<file path="src/rtl/seq_divider_pkg.sv">
// Shared definitions for the sequential divider: FSM encoding and default operand width.
package seq_divider_pkg;

  localparam int unsigned WIDTH_DEFAULT = 32;

  typedef enum logic [1:0] {
    IDLE = 2'd0,
    RUN  = 2'd1,
    FIX  = 2'd2,
    DONE = 2'd3
  } div_state_e;

endpackage

</file>
<file path="src/rtl/div_step.sv">
// One restoring-division iteration: shift {rem,quo} left, conditionally subtract the divisor.
module div_step #(
  parameter int unsigned WIDTH = 32
) (
  input  logic [WIDTH-1:0] rem_i,
  input  logic [WIDTH-1:0] quo_i,
  input  logic [WIDTH-1:0] dvs_i,
  output logic [WIDTH-1:0] rem_c_o,
  output logic [WIDTH-1:0] quo_c_o
);

  logic [WIDTH:0] shifted_c;
  logic [WIDTH:0] diff_c;

  // Shifted remainder needs one extra bit because it can exceed WIDTH bits before the subtract.
  always_comb begin
    shifted_c = {rem_i, quo_i[WIDTH-1]};
    diff_c    = shifted_c - {1'b0, dvs_i};
    if (shifted_c >= {1'b0, dvs_i}) begin
      rem_c_o = diff_c[WIDTH-1:0];
      quo_c_o = {quo_i[WIDTH-2:0], 1'b1};
    end else begin
      rem_c_o = shifted_c[WIDTH-1:0];
      quo_c_o = {quo_i[WIDTH-2:0], 1'b0};
    end
  end

endmodule

</file>
<file path="src/rtl/seq_divider.sv">
// Multi-cycle signed/unsigned integer divider: one restoring step per cycle, sign fix-up at the end.
module seq_divider
  import seq_divider_pkg::*;
#(
  parameter int unsigned WIDTH = WIDTH_DEFAULT
) (
  input  logic             clk,
  input  logic             reset,
  input  logic             start,
  input  logic             is_signed,
  input  logic [WIDTH-1:0] dividend,
  input  logic [WIDTH-1:0] divisor,
  output logic             busy,
  output logic             done,
  output logic [WIDTH-1:0] quotient,
  output logic [WIDTH-1:0] remainder,
  output logic             div_by_zero
);

  localparam int unsigned CNT_W = $clog2(WIDTH) + 1;

  div_state_e       state_q;
  logic [CNT_W-1:0] count_q;
  logic [WIDTH-1:0] rem_q;
  logic [WIDTH-1:0] quo_q;
  logic [WIDTH-1:0] dvs_q;
  logic [WIDTH-1:0] dvd_q;
  logic             neg_quo_q;
  logic             neg_rem_q;
  logic             zero_q;

  logic [WIDTH-1:0] dvd_abs_c;
  logic [WIDTH-1:0] dvs_abs_c;
  logic [WIDTH-1:0] rem_nxt_c;
  logic [WIDTH-1:0] quo_nxt_c;

  always_comb begin
    dvd_abs_c = (is_signed && dividend[WIDTH-1]) ? WIDTH'(-dividend) : dividend;
    dvs_abs_c = (is_signed && divisor[WIDTH-1])  ? WIDTH'(-divisor)  : divisor;
  end

  div_step #(.WIDTH(WIDTH)) u_step (
    .rem_i   (rem_q),
    .quo_i   (quo_q),
    .dvs_i   (dvs_q),
    .rem_c_o (rem_nxt_c),
    .quo_c_o (quo_nxt_c)
  );

  always_ff @(posedge clk) begin
    if (reset) begin
      state_q     <= IDLE;
      count_q     <= '0;
      rem_q       <= '0;
      quo_q       <= '0;
      dvs_q       <= '0;
      dvd_q       <= '0;
      neg_quo_q   <= 1'b0;
      neg_rem_q   <= 1'b0;
      zero_q      <= 1'b0;
      busy        <= 1'b0;
      done        <= 1'b0;
      quotient    <= '0;
      remainder   <= '0;
      div_by_zero <= 1'b0;
    end else begin
      case (state_q)
        IDLE: begin
          if (start) begin
            rem_q       <= '0;
            quo_q       <= dvd_abs_c;
            dvs_q       <= dvs_abs_c;
            dvd_q       <= dividend;
            neg_quo_q   <= is_signed & (dividend[WIDTH-1] ^ divisor[WIDTH-1]);
            neg_rem_q   <= is_signed & dividend[WIDTH-1];
            zero_q      <= (divisor == '0);
            count_q     <= '0;
            div_by_zero <= 1'b0;
            busy        <= 1'b1;
            state_q     <= (divisor == '0) ? FIX : RUN;
          end
        end
        RUN: begin
          rem_q   <= rem_nxt_c;
          quo_q   <= quo_nxt_c;
          count_q <= count_q + 1'b1;
          if (count_q == CNT_W'(WIDTH - 1)) begin
            state_q <= FIX;
          end
        end
        FIX: begin
          // A zero divisor skips RUN, so it settles in FIX for one extra cycle before results post.
          if (zero_q && (count_q == '0)) begin
            count_q <= CNT_W'(1);
          end else begin
            if (zero_q) begin
              quotient  <= '1;
              remainder <= dvd_q;
            end else begin
              quotient  <= neg_quo_q ? WIDTH'(-quo_q) : quo_q;
              remainder <= neg_rem_q ? WIDTH'(-rem_q) : rem_q;
            end
            div_by_zero <= zero_q;
            done        <= 1'b1;
            state_q     <= DONE;
          end
        end
        DONE: begin
          done    <= 1'b0;
          busy    <= 1'b0;
          state_q <= IDLE;
        end
        default: state_q <= IDLE;
      endcase
    end
  end

endmodule

</file>
<file path="config.mk">
export PLATFORM = sky130hd
export DESIGN_NAME = seq_divider
export DESIGN_NICKNAME = d
export VERILOG_FILES = /design/src/rtl/seq_divider_pkg.sv /design/src/rtl/div_step.sv /design/src/rtl/seq_divider.sv
export SDC_FILE = /design/constraint.sdc
export NUM_CORES = 1
export LEC_CHECK = 0
export BUFFER_PORTS_ARGS = -buffer_cell sky130_fd_sc_hd__buf_2
export CORE_MARGIN = 2
export CORE_UTILIZATION = 39
export DETAILED_ROUTE_END_ITERATION = 12
export HOLD_SLACK_MARGIN = 0.12
export PLACE_DENSITY = 0.62
export SYNTH_ARGS = -nofsm -noshare
export SYNTH_HDL_FRONTEND = slang
export SYNTH_SLANG_ARGS = --single-unit
</file>
<file path="constraint.sdc">
create_clock -name clk -period 3.3 [get_ports clk]
set_input_delay 0.66 -clock clk [delete_from_list [all_inputs] [get_ports clk]]
set_output_delay 0.66 -clock clk [all_outputs]
set_load 0.03 [all_outputs]
</file>
* Yosys cells after proc, flatten, opt, wreduce, memory -nomap -nowiden
Index checks and enable logic that the tools add are counted.
** Operators by class
- $add $sub $neg :: 6
- Order comparisons :: 1
- Equal/unequal tests :: 8
- Muxes and demuxes :: 27
- Bitwise gates (word level) :: 4
- Reduce and logical (&&, ||, !) cells :: 19
** Operator list (count)
- $mux W32 :: 9
- $neg A32 Y32 :: 4
- $pmux W32 S2 :: 2
- $ge A33 B32 Y1 :: 1
- $logic_not A32 Y1 :: 1
- $sub A32 B32 Y32 :: 1
- $pmux W6 S3 :: 1
- $mux W6 :: 2
- $reduce_and A2 Y1 :: 5
- $reduce_and A3 Y1 :: 3
- $mux W2 :: 4
- $ne A2 B2 Y1 const B :: 4
- $pmux W2 S4 :: 1
- $reduce_bool A2 Y1 :: 4
- $add A6 B1 Y6 const B :: 1
- $eq A6 B5 Y1 const B :: 1
- $logic_not A6 Y1 :: 1
- $pmux W1 S2 :: 3
- $mux W1 :: 5
- $eq A2 B2 Y1 const B :: 2
- $logic_and A1 B1 Y1 :: 3
- $reduce_bool A3 Y1 :: 1
- $and A1 B1 Y1 :: 2
- $eq A2 B1 Y1 const B :: 1
- other kinds (3) :: 3
** Word-level totals
- Register bits :: 206
- Input port bits :: 68
- Word-level logic and storage cells :: 79

* Depth between registers and ports, before layout
Gate-level depths: netlist of run 1.
- Depth after elaboration :: 4
- Depth in mapped cells :: 12
- Gate-level depth less buffers :: 12

* Hierarchy
Synthesis of run 1 repeated with hierarchy kept, for this count alone.
** Second synthesis, totals
- Cell total of the unflattened synthesis :: 1775
- Area, all modules :: 13621.8 um^2
** By module, submodules not included
- seq_divider :: instances 1, cells an instance 1380, area an instance 10876.7 um^2
- div_step :: instances 1, cells an instance 395, area an instance 2745.1 um^2

* Worst setup path before layout of run 1
OpenSTA, ideal clock, no wires.
- Kind :: flip-flop to flip-flop
- Start :: reg quo_q[31]
- End :: reg rem_q[28]
- Library setup time :: 122 ps
- Arrival :: 2889 ps
- Path slack :: 289 ps
- Cell stages (with the launch flop) :: 13
- Buffers on the path :: 0
- Cell sequence :: dfxtp_1 -> inv_1 -> ha_1 -> inv_1 -> fa_1 -> a21o_1 -> a221oi_1 -> nor2_1 -> or2_2 -> a311o_1 -> o2111ai_1 -> mux2i_1 -> a221o_1
** On the way
- Longest elaborated chain between the ends :: 3
** RTL lines
- from (decl) :: line seq_divider.sv:25 : logic [WIDTH-1:0] quo_q;
- from (signal assigned) :: line seq_divider.sv:71 : quo_q <= dvd_abs_c;
- from (signal assigned) :: line seq_divider.sv:85 : quo_q <= quo_nxt_c;
- $sub A32 B32 Y32 or $ge A33 B32 Y1 (tied branches) :: line div_step.sv:18, div_step.sv:19
- $mux W32 * :: line div_step.sv:19 : if (shifted_c >= {1'b0, dvs_i}) begin
- $pmux W32 S2 * :: line seq_divider.sv:67 : case (state_q)
- to (signal assigned) :: line seq_divider.sv:84 : rem_q <= rem_nxt_c;
- to (decl) :: line seq_divider.sv:24 : logic [WIDTH-1:0] rem_q;
Mark *: on every way between the ends. The rest lies on a longest branch, timed or not.
A chain may end at the register's enable or synchronous reset.

* Final worst setup path of run 1
- Start :: reg quo_q[0]
- End :: reg quotient[28]
** On the way
- Longest elaborated chain between the ends :: 3
** RTL lines
- $neg A32 Y32 :: line seq_divider.sv:100 : quotient <= neg_quo_q ? WIDTH'(-quo_q) : quo_q;
- $mux W32 :: line seq_divider.sv:100
- $mux W32 :: line seq_divider.sv:96 : if (zero_q) begin
- to (signal assigned) :: line seq_divider.sv:100
- to (decl) :: line seq_divider.sv:15 : output logic [WIDTH-1:0] quotient,
Every way passes these cells.

==> run summary, run 1 <==
Synth Instances: 1669
PwrDens: 742 mW/mm^2
worst r2r dst: quotient[28]
outcome: complete, no violations
via/cell ratio: 5.45
Clk Tree Root Cell: clkbuf_16
TNS Setup: 0 ns
post-synthesis adder-cell area fraction: 4.35%
largest family of logic cells by synthesized area: compound AO/OA/AOI/OAI gates
Synth Net Count: 1780
synthesized area: 0.0125 mm^2
Detailed Place HPWL: 27.7 mm
Primary FF master, synth: dfxtp_1
Clock Sinks: 206
Worst-path clk slew: 0.06 ns
number of flops mapped to enable cells by yosys: 0
final hold vios: 0
drt initial violations: 902
hold_sp: reset
Hold Crit Class: input port to flip-flop
P&R area growth vs syn: 16.9%
initial antenna violation count: 0
commonest non-fill, non-tap cells in the layout: nand2_1, dfxtp_1, a21oi_1
Die H: 183 um
fin util: 46.3%
Wirelength per Cell: 16.8 um
Port Buf Inserts: 134
Clock Skew: 0.0196 ns
complex-gate fraction of the synthesized area: 23.1%
FF-to-FF Start: quo_q[0]
highest clock rate: 0.324 GHz
Slew Limit Fails: 0
register area share after synthesis: 32.9%
clk_lat worst skew: 0.54 ns
Worst Hold Depth: 2
worst-case reg-to-reg path depth: 10
GPL Wtd Cong: 0.902
Hold Path Sink: remainder[31]
Period Utilization, post-route: 93.6%
fin area: 0.0146 mm^2
mux contribution to synthesized area: 2.41%
CP arrival: 3.54 ns
vias: 12.0k
final setup margin: 0.210 ns
number of remaining DRC errors: 0
initial core utilization: 39.6%
RSZ-0062 raised after global routing: false
Die Wd: 183 um
Tot GR Track Use: 21.6%
post-synthesis xor/xnor area fraction: 10.1%
share of layout cells above drive strength 1: 14.5%
Tot Pwr: 10.9 mW
post-layout min period: 3.09 ns
Ports: 135
most common cell after layout, fill and taps aside: nand2_1
CTS max path bufs: 3
die area: 0.0336 mm^2
vias in the first global route: 11.0k
Max VDD drop: 423 uV
CP startpoint kind: flip-flop
CTS tree: yes
max_cap viols: 0
placed cell areas: 0.0137 mm^2
slew margin rel.: 31.8%
Syn Area/Cell: 7.51 um^2
worst-margin pin slew: 1.02 ns
row count: 65
simple-gate share of the synthesized area: 22.2%
critical path endpoint category: flip-flop
# hold bufs at CTS: 0
first-pass GRT wire length: 59.2 mm
synthesized flop and latch total: 206
Distinct cells, synth: 67
pin count of the biggest net entering global routing: 96
H-tree levels: 1
Ys Warns: 0
drt total wl: 36.9 mm
Post-layout nets: 1888
Setup WS pre-CTS: 0.175 ns
Critical Path RT: 3.75 ns
Lkg Pwr: 5.98 nW
Pre-antenna DRT Iters: 5
critical path type: flip-flop to flip-flop
ANT cells: 0
Setup-failing EPs final: 0
core area: 0.0316 mm^2
asr flop ratio synth: 0%
cts bufs inserted: 26
worst-path maximum fanout: 5
Post-DRT Antenna Nets: 0
R2R setup slack: 0.21 ns
GRT overflow: 0
filler cell count: 3248
==> per-layer routing <==
metal,global-route usage (%),wire length [um]
met1,31.5,17900
met2,34.7,16500
met3,2.20,1910
met4,4.48,565
met5,0,0
==> registers in the layout (all words and copies together), names as in the netlist, 2 cells and up <==
register / cells
count_q: 6
dvd_q: 32
dvs_q: 32
quo_q: 32
quotient: 32
rem_q: 32
remainder: 32
state_q: 2
==> critical path, stage by stage, from the launching register on <==
cell and delay (ns):
dfxtp_1 0.34, inv_1 0.07, ha_1 0.15, or3b_2 0.49, nor4_2 0.35, nand4_1 0.21, or3_1 0.44, or4_1 0.43
o21ai_0 0.21, xor2_1 0.09, a211oi_1 0.23
==> through the flow <==
stage / hold slack (ns) / cells
after floorplan: 0.432 / 1669
after global placement: 0.443 / 2151
after detailed placement: 0.447 / 2151
after CTS: 0.324 / 2198
after global routing: 0.336 / 2198
final: 0.347 / 2198
==> cell families (layout without fill, tap and decap cells) <==
kind of cell / count (synthesis) / count (layout)
buffers and inverters: 160 / 287
and+or+nand+nor: 617 / 617
xor gates and xnor gates: 145 / 145
muxes: 30 / 30
adders and majority gates: 43 / 43
DFF: 206 / 206
AOI/OAI and AO/OA: 468 / 468
==> final cells by class <==
type / instances / area, um^2 / area share, %
Clock inverter: 11 / 150 / 1.03
Tap cell: 402 / 503 / 3.44
Multi-Input combinational cell: 1303 / 7840 / 53.5
Clock buffer: 36 / 758 / 5.18
Timing Repair Buffer: 184 / 1060 / 7.25
Sequential cell: 206 / 4130 / 28.2
Inverter: 56 / 210 / 1.44
==> synthesized netlist by cell type, drive strengths merged (6+ instances only) <==
| cell type | instances | area share (%) |
|---|---|---|
| or2 | 8 | 0.40 |
| nor2 | 137 | 4.1 |
| o41ai | 19 | 1.3 |
| xor2 | 77 | 5.4 |
| a311oi | 8 | 0.56 |
| nor2b | 10 | 0.50 |
| nand2 | 308 | 9.2 |
| a21o | 23 | 1.4 |
| a31oi | 14 | 0.70 |
| ha | 42 | 4.2 |
| nand3 | 29 | 1.2 |
| dfxtp | 206 | 33 |
| mux2i | 29 | 2.3 |
| nor3 | 25 | 1.0 |
| nand2b | 9 | 0.45 |
| or4 | 13 | 0.90 |
| xnor2 | 68 | 4.8 |
| and2 | 9 | 0.45 |
| o31ai | 19 | 1.2 |
| buf | 15 | 0.50 |
| and3 | 6 | 0.30 |
| a221o | 6 | 0.48 |
| a211oi | 62 | 3.7 |
| a21oi | 151 | 6.0 |
| nand4 | 13 | 0.65 |
| nand3b | 7 | 0.42 |
| o21ai | 126 | 5.0 |
| inv | 56 | 1.7 |
| or3 | 20 | 1.0 |
| nor4 | 10 | 0.62 |
| clkbuf | 89 | 2.7 |
==> what timing repair did <==
item | in CTS | in global routing
resized for setup | 0 | 2
endpoints found under the setup margin | 0 | 2
buffers inserted | 0 | 0
==> report_power, final <==
part	leakage, nW	switching [mW]	internal, mW
Combinational	3.85	2.89	1.58
Clock	0.444	1.13	1.84
Sequential	1.68	0.420	3.00
==> how the worst max path moves through the flow <==
stage	start	to	slack, ns	cells after the start
floorplan	quo_q[31]	rem_q[28]	0.29	12
global placement	divisor[6]	state_q[1]	0.27	10
detailed placement	quo_q[0]	quotient[28]	0.17	10
CTS	quo_q[0]	quotient[28]	0.15	10
global route	rem_q[3]	rem_q[10]	0.02	11
finish	quo_q[0]	quotient[28]	0.21	10
Note: power is estimated with default switching activity, not from simulation.
==> run 2: changes to the inputs <==
ABC_AREA = 1   (was unset)
PLACE_DENSITY = 0.61   (was 0.62)
==> run 2 against run 1 <==
Hold slack better by 0.050 ns; highest routed layer is now met5; clock skew is 0.0071 ns lower; largest cell class unchanged; clock power is 4% lower; sequential power is 3% higher; fmax is 17% higher.
==> run summary, run 2 <==
CP delay by family, top: simple AND/OR/NAND/NOR gates
drt total wl: 51.9 mm (+41%)
Cell Chain, Critical Path: inv_1, ha_1, inv_1, fa_1, nand2_1, nand3_1, nand3_1, nand2_1, nand2_1, nand2_1, nand2_1, nand2_1, nand2_1, nand3_1, nand2_1, a21oi_2
Clock Skew: 0.0125 ns (-0.00709 ns)
share of layout cells above drive strength 1: 10.1% (-4.4 points)
drt initial violations: 1345 (+49%)
Buf/Inv on CP: 2 (+1)
critical path endpoint category: flip-flop
Distinct cells, synth: 46 (-31%)
Ports: 135 (unchanged)
Die Wd: 196 um (+7.1%)
Post-DRT Antenna Nets: 0 (unchanged)
Hold Crit Class: input port to flip-flop
fin area: 0.0163 mm^2 (+11%)
most used cell, CP: nand2_1
Syn Area/Cell: 6.03 um^2 (-20%)
GPL Wtd Cong: 0.919 (+1.9%)
Slew Limit Fails: 0 (unchanged)
Placed Cells incl. Taps: 2922 (+36%)
slew margin rel.: 40.0% (+8.2 points)
Synth Instances: 2393 (+43%)
number of remaining DRC errors: 0 (unchanged)
worst r2r dst: rem_q[28]
CP max stage delay: 0.44 ns (-0.05 ns)
Clock Sinks: 206 (unchanged)
P&R area growth vs syn: 13.2%
Setup-failing EPs final: 0 (unchanged)
RSZ-0062 raised after global routing: false
highest clock rate: 0.379 GHz (+17%)
Max VDD drop: 524 uV (+24%)
initial core utilization: 39.5% (-0.13 points)
WP depth: 16 (+6)
hold slack: 0.397 ns (+0.0502 ns)
CP arrival: 3.03 ns (-0.51 ns)
Synth Net Count: 2504 (+41%)
FF-to-FF Start: quo_q[31]
area share of the largest cell type after synthesis: 28.6% (-4.3 points)
count leader, synth: nand2_1
Worst-path clk slew: 0.06 ns (about the same)
row count: 70 (+7.7%)
synthesized flop and latch total: 206 (unchanged)
Lkg Pwr: 7.97 nW (+33%)
origin of the worst setup path: quo_q[31]
Die H: 196 um (+7.1%)
critical path type: flip-flop to flip-flop
H-tree levels: 1 (unchanged)
Primary FF master, synth: dfxtp_1
vias: 15.7k (+31%)
core area: 0.0365 mm^2 (+15%)
worst-margin pin slew: 0.900 ns (-0.123 ns)
Critical Path RT: 3.69 ns (-0.06 ns)
worst-path maximum fanout: 4 (-1)
post-layout min period: 2.64 ns (-0.451 ns)
via/cell ratio: 5.28 (-3.1%)
Tot Pwr: 12.2 mW (+12%)
GRT overflow: 0 (unchanged)
CP Capture Point: rem_q[28]
first-pass GRT wire length: 81.3 mm (+37%)
initial antenna violation count: 3 (+3)
pin count of the biggest net entering global routing: 74 (-23%)
Setup Fix Bufs, Post-CTS: 0 (unchanged)
register area share after synthesis: 28.6% (-4.3 points)
top cells by area, synth: dfxtp_1, nand2_1, a21oi_1
Final Non-Filler Cells: 2967 (+35%)
Period Utilization, post-route: 80.0% (-14 points)
TNS Setup: 0 ns (unchanged)
Post-synth top cells: nand2_1, inv_1, a21oi_1
die area: 0.0385 mm^2 (+15%)
Port Buf Inserts: 134 (unchanged)
Ys Warns: 0 (unchanged)
max_cap viols: 0 (unchanged)
Detailed Place HPWL: 40.2 mm (+45%)
final hold vios: 0 (unchanged)
Clk Tree Root Cell: clkbuf_16
slowest CP cell: fa_1
R2R setup slack: 0.66 ns (+0.45 ns)
number of flops mapped to enable cells by yosys: 0 (unchanged)
Pre-antenna DRT Iters: 6 (+1)
PwrDens: 745 mW/mm^2 (+0.47%)
cell taking the most area after synthesis: dfxtp_1
cts bufs inserted: 25 (-3.8%)
clk_lat worst skew: 0.55 ns (about the same)
Post-layout nets: 2592 (+37%)
worst-case reg-to-reg path depth: 16 (+6)
outcome: complete, no violations
# hold bufs at CTS: 0 (unchanged)
most common cell after layout, fill and taps aside: nand2_1
vias in the first global route: 14.8k (+34%)
Tot GR Track Use: 26.5% (+4.9 points)
asr flop ratio synth: 0% (unchanged)
commonest non-fill, non-tap cells in the layout: nand2_1, inv_1, a21oi_1
PostCTS Resize Cnt: 0 (unchanged)
CTS tree: yes
placed cell areas: 0.0155 mm^2 (+13%)
CTS max path bufs: 3 (unchanged)
synthesized area: 0.0144 mm^2 (+15%)
CP startpoint kind: flip-flop
Wirelength per Cell: 17.5 um (+4.3%)
run 2: changes by cell type in the layout (fill, tap and decap cells not counted), moves of 22 or more:
cell      previous run  this run
a21oi_1            150       263
xor2_1              77        38
a21o_1              23         1
buf_4               50        24
inv_1               56       339
xnor2_1             68        18
nand4_1             13        35
nand2_1            308       612
mux2i_1             29         0
a211oi_1            62         6
nor2_1             136       205
nand3_1             29       186
o21ai_0            125       173
run 2: report_power, final:
| part | internal [mW] | switching (mW) |
|---|---|---|
| clock | 1.69 | 1.16 |
| sequential | 3.09 | 0.430 |
| combinational | 1.68 | 4.12 |
| total | 6.46 | 5.70 |
run 2: how the worst min path moves through the flow:
stage,start,endpoint,slack [ns],cells after the start
6_report,dividend[4],dvd_q[4],0.40,3
5_1_grt,dividend[4],dvd_q[4],0.40,3
4_1_cts,dividend[4],dvd_q[4],0.39,3
3_5_place_dp,dvd_q[12],dvd_q[12],0.45,2
3_3_place_gp,dvd_q[12],dvd_q[12],0.44,2
2_1_floorplan,dvd_q[12],dvd_q[12],0.43,2
run 2: worst reg2reg max path: stages, from the launching register on:
cell	delay, ns
dfxtp_1	0.35
inv_1	0.17
ha_1	0.18
inv_1	0.09
fa_1	0.44
nand2_1	0.13
nand3_1	0.11
nand3_1	0.09
nand2_1	0.17
nand2_1	0.10
nand2_1	0.11
nand2_1	0.17
nand2_1	0.07
nand2_1	0.06
nand3_1	0.08
nand2_1	0.11
a21oi_2	0.05
run 2: cell families after synthesis:
logic type	count (synthesis)	synth area share [%]
adders and majority gates	43	3.78
buffers and inverters	453	12.1
and+or+nand+nor	1126	33.3
DFF	206	28.6
xor gates and xnor gates	56	3.40
AOI/OAI and AO/OA	509	18.8
run 2: cell type report:
type                    instances  area [um^2]
clock inverters                13          156
multi-input cells            1734         8550
clock buffers                  31          678
diodes                          1         2.50
fillers                      3959        20200
flip-flops and latches        206         4120
repair buffers                159          886
well taps                     468          586
inverters                     355         1330
run 2: per-layer routing:
layer  vias up  wire, um  GRT usage, %
li1       7933         -             -
met1      7185     24500          37.1
met2       446     23100          42.6
met3        93      2830          3.51
met4         4      1470          7.66
met5         -        27             0
run 2: per-stage QoR:
stage	worst slack (ns)	utilization, %
2_1_floorplan	1.29	-
3_3_place_gp	0.739	42.4
3_5_place_dp	0.745	42.4
4_1_cts	0.713	44.7
5_1_grt	0.501	44.7
6_report	0.661	44.7
==> run 3: changes to the inputs <==
clock period = 2.75 ns   (was 3.3 ns; I/O delays follow)
==> run 3 against run 2 <==
Sequential share of layout area decreased by 0.28 points; core utilization increased by 0.51 points; die area unchanged; cell area increased by 1.1%; clock-buffer cell count decreased by 1; via count increased by 1.9%; non-clock buffer count increased by 15; hold slack got worse by 0.11 ns; combinational power increased by 22%; sequential cell count unchanged; largest power group unchanged; highest routed layer unchanged.
==> run summary, run 3 (synthesis results as in run 2) <==
initial core utilization: 39.5% (unchanged)
Lkg Pwr: 8.09 nW (+1.4%)
share of layout cells above drive strength 1: 10.8% (+0.65 points)
CTS tree: yes
critical path endpoint category: flip-flop
Port Buf Inserts: 134 (unchanged)
critical path type: flip-flop to flip-flop
Detailed Place HPWL: 40.3 mm (+0.47%)
final hold vios: 0 (unchanged)
Setup Fix Bufs, Post-CTS: 0 (unchanged)
highest clock rate: 0.395 GHz (+4.3%)
Setup-failing EPs final: 0 (unchanged)
max_cap viols: 0 (unchanged)
RSZ-0062 raised after global routing: false
CTS max path bufs: 3 (unchanged)
fin util: 45.2% (+0.51 points)
Hold Crit Class: input port to flip-flop
ANT cells: 0 (-1)
cts bufs inserted: 25 (unchanged)
drt total wl: 52.0 mm (about the same)
pin count of the biggest net entering global routing: 51 (-31%)
number of remaining DRC errors: 0 (unchanged)
Die Wd: 196 um (unchanged)
CP startpoint kind: flip-flop
Die H: 196 um (unchanged)
Wirelength per Cell: 17.4 um (-0.46%)
slew margin rel.: 57.7% (+18 points)
GPL Wtd Cong: 0.973 (+5.9%)
Worst-path clk slew: 0.06 ns (about the same)
die area: 0.0385 mm^2 (unchanged)
R2R setup slack: 0.22 ns (-0.44 ns)
commonest non-fill, non-tap cells in the layout: nand2_1, inv_1, a21oi_1
drt initial violations: 1254 (-6.8%)
Ports: 135 (unchanged)
PwrDens: 899 mW/mm^2 (+21%)
via/cell ratio: 5.35 (+1.3%)
vias in the first global route: 14.7k (-0.43%)
Post-DRT Antenna Nets: 0 (unchanged)
initial antenna violation count: 2 (-1)
first-pass GRT wire length: 81.0 mm (-0.42%)
most common cell after layout, fill and taps aside: nand2_1
PostCTS Resize Cnt: 0 (unchanged)
TNS Setup: 0 ns (unchanged)
Post-layout nets: 2607 (+0.58%)
# hold bufs at CTS: 0 (unchanged)
Max VDD drop: 615 uV (+17%)
worst-margin pin slew: 0.634 ns (-0.266 ns)
H-tree levels: 1 (unchanged)
Pre-antenna DRT Iters: 5 (-1)
core area: 0.0365 mm^2 (unchanged)
row count: 70 (unchanged)
CP arrival: 2.94 ns (-0.09 ns)
clk_lat worst skew: 0.55 ns (about the same)
Slew Limit Fails: 0 (unchanged)
P&R area growth vs syn: 14.5%
worst-path maximum fanout: 32 (+28)
Critical Path RT: 3.16 ns (-0.53 ns)
Clk Tree Root Cell: clkbuf_16
Clock Sinks: 206 (unchanged)
post-layout min period: 2.53 ns (-0.109 ns)
Period Utilization, post-route: 92.0% (+12 points)
outcome: complete, no violations
Tot GR Track Use: 26.5% (-0.069 points)
GRT overflow: 0 (unchanged)
Clock Skew: 0.0169 ns (+0.00445 ns)
vias: 16.0k (+1.9%)
==> run 3: cell types whose count changed in the layout (fill, tap and decap cells not counted), sizes merged <==
cell / delta
inv: +1
buf: +15
clkinvlp: -1
clkbuf: -1
bufinv: +1
clkinv: +2
diode: -1
==> run 3: final timing paths <==
path / startpoint / end / cells past startpoint
worst min-delay path: dividend[4] / dvd_q[4] / 3
worst min register to register: dvd_q[12] / dvd_q[12] / 2
worst max register to register: rem_q[14] / rem_q[28] / 16
worst max-delay path: rem_q[14] / rem_q[28] / 16
==> run 3: metal layers <==
metal / GRT usage (%) / part of all wire [%] / up-vias
met5: 0 / 0.052 / -
met4: 8.70 / 3.3 / 4
met3: 2.56 / 5.4 / 104
met2: 42.0 / 44 / 530
met1: 37.6 / 47 / 7344
li1: - / - / 7969
==> run 3: area by class of cell <==
type                    instances  area [um^2]
clock buffers                  30          674
clock inverters                16          198
fillers                      3931        20000
inverters                     355         1330
multi-input cells            1734         8550
flip-flops and latches        206         4120
well taps                     468          586
repair buffers                174         1040
==> run 3: report_power, final <==
group | leakage, nW | internal, mW | switching (mW)
registers | 1.69 | 3.71 | 0.498
clock network | 0.433 | 2.13 | 1.42
logic | 5.97 | 2.10 | 4.98
total | 8.09 | 7.94 | 6.90
==> run 3: stage by stage <==
stage,hold slack (ns),cell area (um^2),instances,power (mW),setup slack [ns]
after detailed placement,0.446,15600,2937,11.2,0.255
after CTS,0.267,16500,2983,14.9,0.236
after floorplan,0.430,14400,2393,9.09,0.836
final,0.290,16500,2983,14.8,0.220
after global routing,0.291,16500,2983,15.9,0.00764
after global placement,0.437,15600,2937,11.2,0.210
==> run 3: critical path, stage by stage (launching register included) <==
cell	delay, ns
dfxtp_1	0.52
ha_1	0.37
nand2_1	0.16
inv_1	0.05
nand2_1	0.06
nand2_1	0.08
inv_1	0.06
nand2_1	0.09
inv_1	0.09
nand2_2	0.08
nand2_2	0.09
buf_4	0.34
nand3_1	0.12
nand2_1	0.09
clkinv_1	0.06
nand2_1	0.06
a21oi_2	0.05
